$ cat src/rtl/fpmod_pkg.sv
// Shared definitions for the fpmod_iter remainder unit: default geometry and FSM state encoding.
package fpmod_pkg;

    localparam int FPMOD_N_DEF = 32;
    localparam int FPMOD_Q_DEF = 16;

    typedef enum logic [2:0] {
        ST_IDLE = 3'd0,
        ST_LOAD = 3'd1,
        ST_ITER = 3'd2,
        ST_FIX  = 3'd3,
        ST_DONE = 3'd4
    } fpmod_state_t;

endpackage

$ cat src/rtl/fpmod_divstep.sv
// One restoring-division step on unsigned (N-1)-bit magnitudes: shift in one dividend bit,
// subtract the divisor when it fits. The partial remainder is always below b, so r_out fits.
module fpmod_divstep #(
    parameter int N = 32
) (
    input  logic [N-2:0] r_in,
    input  logic [N-2:0] b,
    input  logic         bit_in,
    output logic [N-2:0] r_out,
    output logic         q_bit
);

    logic [N-1:0] w_shift;
    logic [N-2:0] w_diff;

    // Shift-compare-subtract; the difference wraps harmlessly because it is only used when shift >= b.
    always_comb begin
        w_shift = {r_in, bit_in};
        w_diff  = w_shift[N-2:0] - b;
        if (w_shift >= {1'b0, b}) begin
            q_bit = 1'b1;
            r_out = w_diff;
        end else begin
            q_bit = 1'b0;
            r_out = w_shift[N-2:0];
        end
    end

endmodule

$ cat src/rtl/fpmod_iter.sv
// Iterative sign-magnitude fixed-point remainder/quotient unit, one quotient bit per clock.
// Optional build macro FPMOD_POSREM_EN selects a Euclidean (non-negative) remainder.
module fpmod_iter
    import fpmod_pkg::*;
#(
    parameter int N = FPMOD_N_DEF,
    parameter int Q = FPMOD_Q_DEF      // 1 <= Q <= N-2
) (
    input  logic         clk,
    input  logic         rst,
    input  logic         start,
    input  logic [N-1:0] in_a,
    input  logic [N-1:0] in_b,
    output logic [N-1:0] rem,
    output logic [N-1:0] quo,
    output logic         busy,
    output logic         done,
    output logic         dz,
    output logic         ovf
);

    localparam int MW = N - 1;
    localparam int QI = N - 1 - Q;
    localparam int BW = $clog2(N);
    localparam int CW = $clog2(N + 3);

    fpmod_state_t r_state, w_next;
    logic [CW-1:0] r_cnt;
    logic [BW-1:0] r_bit;
    logic [N-1:0]  r_a_raw, r_b_raw;
    logic          r_sa, r_sb, r_dz;
    logic [MW-1:0] r_amag, r_bmag, r_r, r_q;

    logic          w_accept, w_finish, w_q_bit, w_rsign, w_sat;
    logic [MW-1:0] w_r_out, w_rmag, w_qmag;
    logic [N-1:0]  w_qext, w_rem, w_quo;

    fpmod_divstep #(.N(N)) u_step (
        .r_in   (r_r),
        .b      (r_bmag),
        .bit_in (r_amag[MW-1]),
        .r_out  (w_r_out),
        .q_bit  (w_q_bit)
    );

    assign w_accept = (r_state == ST_IDLE) && start;
    assign w_finish = (r_state == ST_FIX) && (w_next == ST_DONE);

    // State register.
    always_ff @(posedge clk or negedge rst) begin
        if (!rst) r_state <= ST_IDLE;
        else      r_state <= w_next;
    end

    // Next state; FIX waits on the cycle counter so the divide-by-zero path has the same latency.
    always_comb begin
        w_next = r_state;
        case (r_state)
            ST_IDLE: if (start) w_next = ST_LOAD; else w_next = ST_IDLE;
            ST_LOAD: if (r_b_raw[N-2:0] == {MW{1'b0}}) w_next = ST_FIX; else w_next = ST_ITER;
            ST_ITER: if (r_bit == {BW{1'b0}}) w_next = ST_FIX; else w_next = ST_ITER;
            ST_FIX:  if (r_cnt == CW'(N + 1)) w_next = ST_DONE; else w_next = ST_FIX;
            ST_DONE: w_next = ST_IDLE;
            default: w_next = ST_IDLE;
        endcase
    end

    // Operand capture, magnitude split and the restoring iteration.
    always_ff @(posedge clk or negedge rst) begin
        if (!rst) begin
            r_cnt   <= {CW{1'b0}};
            r_bit   <= {BW{1'b0}};
            r_a_raw <= {N{1'b0}};
            r_b_raw <= {N{1'b0}};
            r_sa    <= 1'b0;
            r_sb    <= 1'b0;
            r_dz    <= 1'b0;
            r_amag  <= {MW{1'b0}};
            r_bmag  <= {MW{1'b0}};
            r_r     <= {MW{1'b0}};
            r_q     <= {MW{1'b0}};
        end else begin
            if (w_accept) begin
                r_a_raw <= in_a;
                r_b_raw <= in_b;
                r_cnt   <= {CW{1'b0}};
            end else if (r_state != ST_IDLE) begin
                r_cnt <= r_cnt + CW'(1);
            end
            case (r_state)
                ST_LOAD: begin
                    r_sa   <= r_a_raw[N-1];
                    r_sb   <= r_b_raw[N-1];
                    r_amag <= r_a_raw[N-2:0];
                    r_bmag <= r_b_raw[N-2:0];
                    r_dz   <= (r_b_raw[N-2:0] == {MW{1'b0}});
                    r_r    <= {MW{1'b0}};
                    r_q    <= {MW{1'b0}};
                    r_bit  <= BW'(N - 2);
                end
                ST_ITER: begin
                    r_r    <= w_r_out;
                    r_q    <= {r_q[MW-2:0], w_q_bit};
                    r_amag <= {r_amag[MW-2:0], 1'b0};
                    r_bit  <= r_bit - BW'(1);
                end
                default: begin
                end
            endcase
        end
    end

    // Sign, optional Euclidean adjustment, quotient scaling/saturation and no-negative-zero rule.
    always_comb begin
        w_rmag  = r_r;
        w_rsign = r_sa;
        w_qext  = {1'b0, r_q};
`ifdef FPMOD_POSREM_EN
        if (r_sa && (r_r != {MW{1'b0}})) begin
            w_rmag  = r_bmag - r_r;
            w_rsign = 1'b0;
            w_qext  = {1'b0, r_q} + N'(1);
        end else begin
            w_rmag  = r_r;
            w_rsign = r_sa;
            w_qext  = {1'b0, r_q};
        end
`endif
        w_sat = |w_qext[N-1:QI];
        if (w_sat) w_qmag = {MW{1'b1}};
        else       w_qmag = {w_qext[QI-1:0], {Q{1'b0}}};
        if (r_dz) begin
            w_rem = {r_a_raw[N-1] & (|r_a_raw[N-2:0]), r_a_raw[N-2:0]};
            w_quo = {N{1'b0}};
        end else begin
            w_rem = {w_rsign & (|w_rmag), w_rmag};
            w_quo = {(r_sa ^ r_sb) & (|w_qmag), w_qmag};
        end
    end

    // Registered outputs; results update only when entering DONE.
    always_ff @(posedge clk or negedge rst) begin
        if (!rst) begin
            rem  <= {N{1'b0}};
            quo  <= {N{1'b0}};
            busy <= 1'b0;
            done <= 1'b0;
            dz   <= 1'b0;
            ovf  <= 1'b0;
        end else begin
            done <= w_finish;
            if (w_accept)                 busy <= 1'b1;
            else if (r_state == ST_DONE)  busy <= 1'b0;
            if (w_finish) begin
                rem <= w_rem;
                quo <= w_quo;
                dz  <= r_dz;
                ovf <= w_sat & ~r_dz;
            end
        end
    end

endmodule

$ cat config.mk
export PLATFORM = sky130hd
export DESIGN_NAME = fpmod_iter
export DESIGN_NICKNAME = d
export VERILOG_FILES = /design/src/rtl/fpmod_pkg.sv /design/src/rtl/fpmod_divstep.sv /design/src/rtl/fpmod_iter.sv
export SDC_FILE = /design/constraint.sdc
export NUM_CORES = 1
export LEC_CHECK = 0
export CORE_MARGIN = 2
export CORE_UTILIZATION = 45
export DETAILED_ROUTE_END_ITERATION = 8
export PLACE_DENSITY = 0.79
export SETUP_SLACK_MARGIN = 0.15
export SYNTH_ARGS = -nofsm -noshare
export SYNTH_HDL_FRONTEND = slang
export SYNTH_HIERARCHICAL = 1
export SYNTH_SLANG_ARGS = --single-unit
$ cat constraint.sdc
create_clock -name clk -period 2.5 [get_ports clk]
set_input_delay 0.5 -clock clk [delete_from_list [all_inputs] [get_ports clk]]
set_output_delay 0.5 -clock clk [all_outputs]
set_load 0.01 [all_outputs]
==> out/results.txt <==
status: finished, violations left
failing checks: negative setup slack
GPL Wtd Cong: 0.8838
first-pass GRT wire length: 55030 um
Post-DP Area: 15350 um2
netlist area before placement: 12640 um2
Hold Crit Class: reg2reg
CTS buffer count: 27
Max Cap Violations: 0
Seq. cell area: 6436 um2
Fill cells: 2197
largest net degree at the start of global routing: 96
endpoint of the most critical register-to-register path: r_r[30]$_DFFE_PN0P_
CP Cell Sequence: ha_1 -> a21o_1 -> a31o_2 -> a21o_1 -> a31o_4 -> o21ai_4 -> nand3_4 -> buf_8 -> buf_6 -> nor2_1 -> a21oi_1 -> a22o_1
Slew headroom: 59.66%
crit-path leading delay family: compound AO/OA/AOI/OAI gates
max-slew violations: 0
Final Instance Area: 16900 um2
Worst IR Drop VDD: 0.7801 mV
drt drc: 0
P&R area growth vs syn: 33.69%
Worst-Skew Late Latency: 0.56 ns
CP Depth: 12
Startpoint Class: flip-flop
root buffer cell: clkbuf_16
FFs w/ async S/R, synth: 100.0%
fraction of layout cells with a size suffix above 1: 22.38%
die extent in y: 171.6 um
syn_area_per_cell: 9.725 um2
CP Class: reg2reg
PwrDens: 1626 nW/um2
Detail Route Antenna Nets: 0
total iterations of the first detailed-routing run: 6
number of flops mapped to enable cells by yosys: 0
IO Pins: 135
GRT Overall Usage: 23.42%
CP required: 2.94 ns
distinct cell type count after synthesis: 66
total power: 27.48 mW
Post-Syn Instances: 1300
Hold Vio Cnt, Final: 0
Max FO, Critical Path: 8
Row Count: 61
CP peak stage delay: 0.43 ns
dpl cells: 1883
CTS tree: done
Worst Path Buf+Inv: 2
Port Buf Inserts: 134
setup slack at placement: -0.3899 ns
crit path max-delay cell type: dfrtp_1
Final min period: 2.796 ns
1st-iter DRT viols: 941
Core Region: 27710 um2
slew of the pin with the lowest slew margin: 0.6051 ns
# diodes: 0
most frequent cells in the layout: nand2_1 (328), dfrtp_1 (253), buf_4 (157)
most common cell after layout, fill and taps aside: nand2_1
Seq/Total Area, Yosys: 50.87%
Worst R2R Path Depth: 12
RR Startpoint: r_r[10]$_DFFE_PN0P_
via count: 10800
clock skew: 0.01772 ns
Sum Neg Setup Slack: -7.211 ns
Worst-path clk slew: 0.06 ns
routed wire length: 35180 um
vias per cell: 5.522
antenna violations before repair: 0
Pleak: 7.813 nW
yosys warns: 6
Crit. End Element: flip-flop
die width: 171.6 um
Data arrival, critical path: 3.24 ns
final net count: 1659
R2R setup slack: -0.30 ns
most used cell, CP: a21o_1
vias in the first global route: 10410
H-tree depth: 1
Tcrit/Tclk final: 111.9%
top_reg_cell synth: dfrtp_1
highest clock rate: 0.3576 GHz
Die Area: 29450 um2
Routed WL per cell: 17.99 um
clk sinks: 257
global route overflow: 0
Finished Layout Cells: 1955
Setup crit end: r_r[30]$_DFFE_PN0P_
crit path setup slack, layout: -0.2963 ns
RSZ-0062 raised after global routing: yes
Critical path origin: r_r[10]$_DFFE_PN0P_
setup violators final: 32
register bit total from synthesis: 257
Initial Util: 45.63%
post-DP HPWL: 23780 um
Multi-input gate area: 6002 um2
Syn Nets: 1403
Clock Tree Buf Depth: 3
worst min-delay path, cell delays in order, from the launching register on:
cell and delay (ns):
dfrtp_1 0.34, nand2_1 0.05, nand2_1 0.05
through the flow:
stage / hold WS, ns / util (%)
finish: 0.4693 / 61.00
global route: 0.4767 / 61.00
CTS: 0.4593 / 60.14
detailed placement: 0.4602 / 55.41
global placement: 0.4518 / 55.41
floorplan: 0.2044 / -
cells in the mapped netlist (31+ instances only):
library cell	count	area, um2
clkbuf_1	36	135.1
inv_1	46	172.7
ha_1	35	437.9
nand2_1	329	1235
a21oi_1	56	280.3
o21ai_1	47	235.2
a22oi_1	31	232.7
mux2_2	34	382.9
nor2_1	45	168.9
dfrtp_1	257	6431
mux2i_1	31	310.3
nor4_1	34	212.7
o21ai_0	37	185.2
a22o_1	63	551.8
worst min path at each step:
stage,from,endpoint,slack [ns],depth (start not counted)
floorplan,rst,busy$_DFFE_PN0P_,0.20,0
global placement,quo[31]$_DFFE_PN0P_,quo[31]$_DFFE_PN0P_,0.45,2
detailed placement,quo[31]$_DFFE_PN0P_,quo[31]$_DFFE_PN0P_,0.46,2
CTS,in_b[11],r_b_raw[11]$_DFFE_PN0N_,0.46,3
global route,in_b[25],r_b_raw[25]$_DFFE_PN0N_,0.48,3
finish,quo[31]$_DFFE_PN0P_,quo[31]$_DFFE_PN0P_,0.47,2
layer usage:
| layer | wire length (um) | GRT usage, % |
|---|---|---|
| met1 | 16160 | 34.67 |
| met2 | 15860 | 36.46 |
| met3 | 2272 | 3.221 |
| met4 | 874 | 5.674 |
| met5 | 0 | 0 |
final cells by class:
class	count	share of cell area, %
clock buffers	40	4.582
repair buffers	314	17.12
clock inverters	10	0.8810
inverters	46	1.022
well taps	378	2.798
multi-input cells	910	35.51
flip-flops and latches	257	38.08
kinds of logic (layout without fill, tap and decap cells):
family	after synthesis	after routing	synth area share (%)
buffers and inverters	134	410	5.236
muxes	68	68	5.839
xor gates and xnor gates	27	27	1.870
and+or+nand+nor	481	482	16.60
AOI/OAI and AO/OA	297	297	15.96
DFF	257	257	50.87
adders and majority gates	36	36	3.622
flip-flops by register name, indices dropped and copies added (netlist names), 3 cells and up:
register / flops
r_a_raw: 32
r_b_raw: 32
rem: 32
r_amag: 31
r_bmag: 31
r_q: 31
r_r: 31
quo: 17
r_cnt: 6
r_bit: 5
r_state: 3
where the power goes:
group | internal, mW | switching (mW)
registers | 5.70 | 1.40
clock network | 2.47 | 1.72
logic | 8.01 | 8.20
what timing repair did:
item,CTS,global route
setup buffers,15,4
hold buffers,1,0
pin swaps,19,22
endpoints found under the hold margin,66,0
gates cloned,2,0
setup endpoints to repair,32,49
gates resized for setup,60,51
No activity file was read; power rests on OpenSTA's default activity.
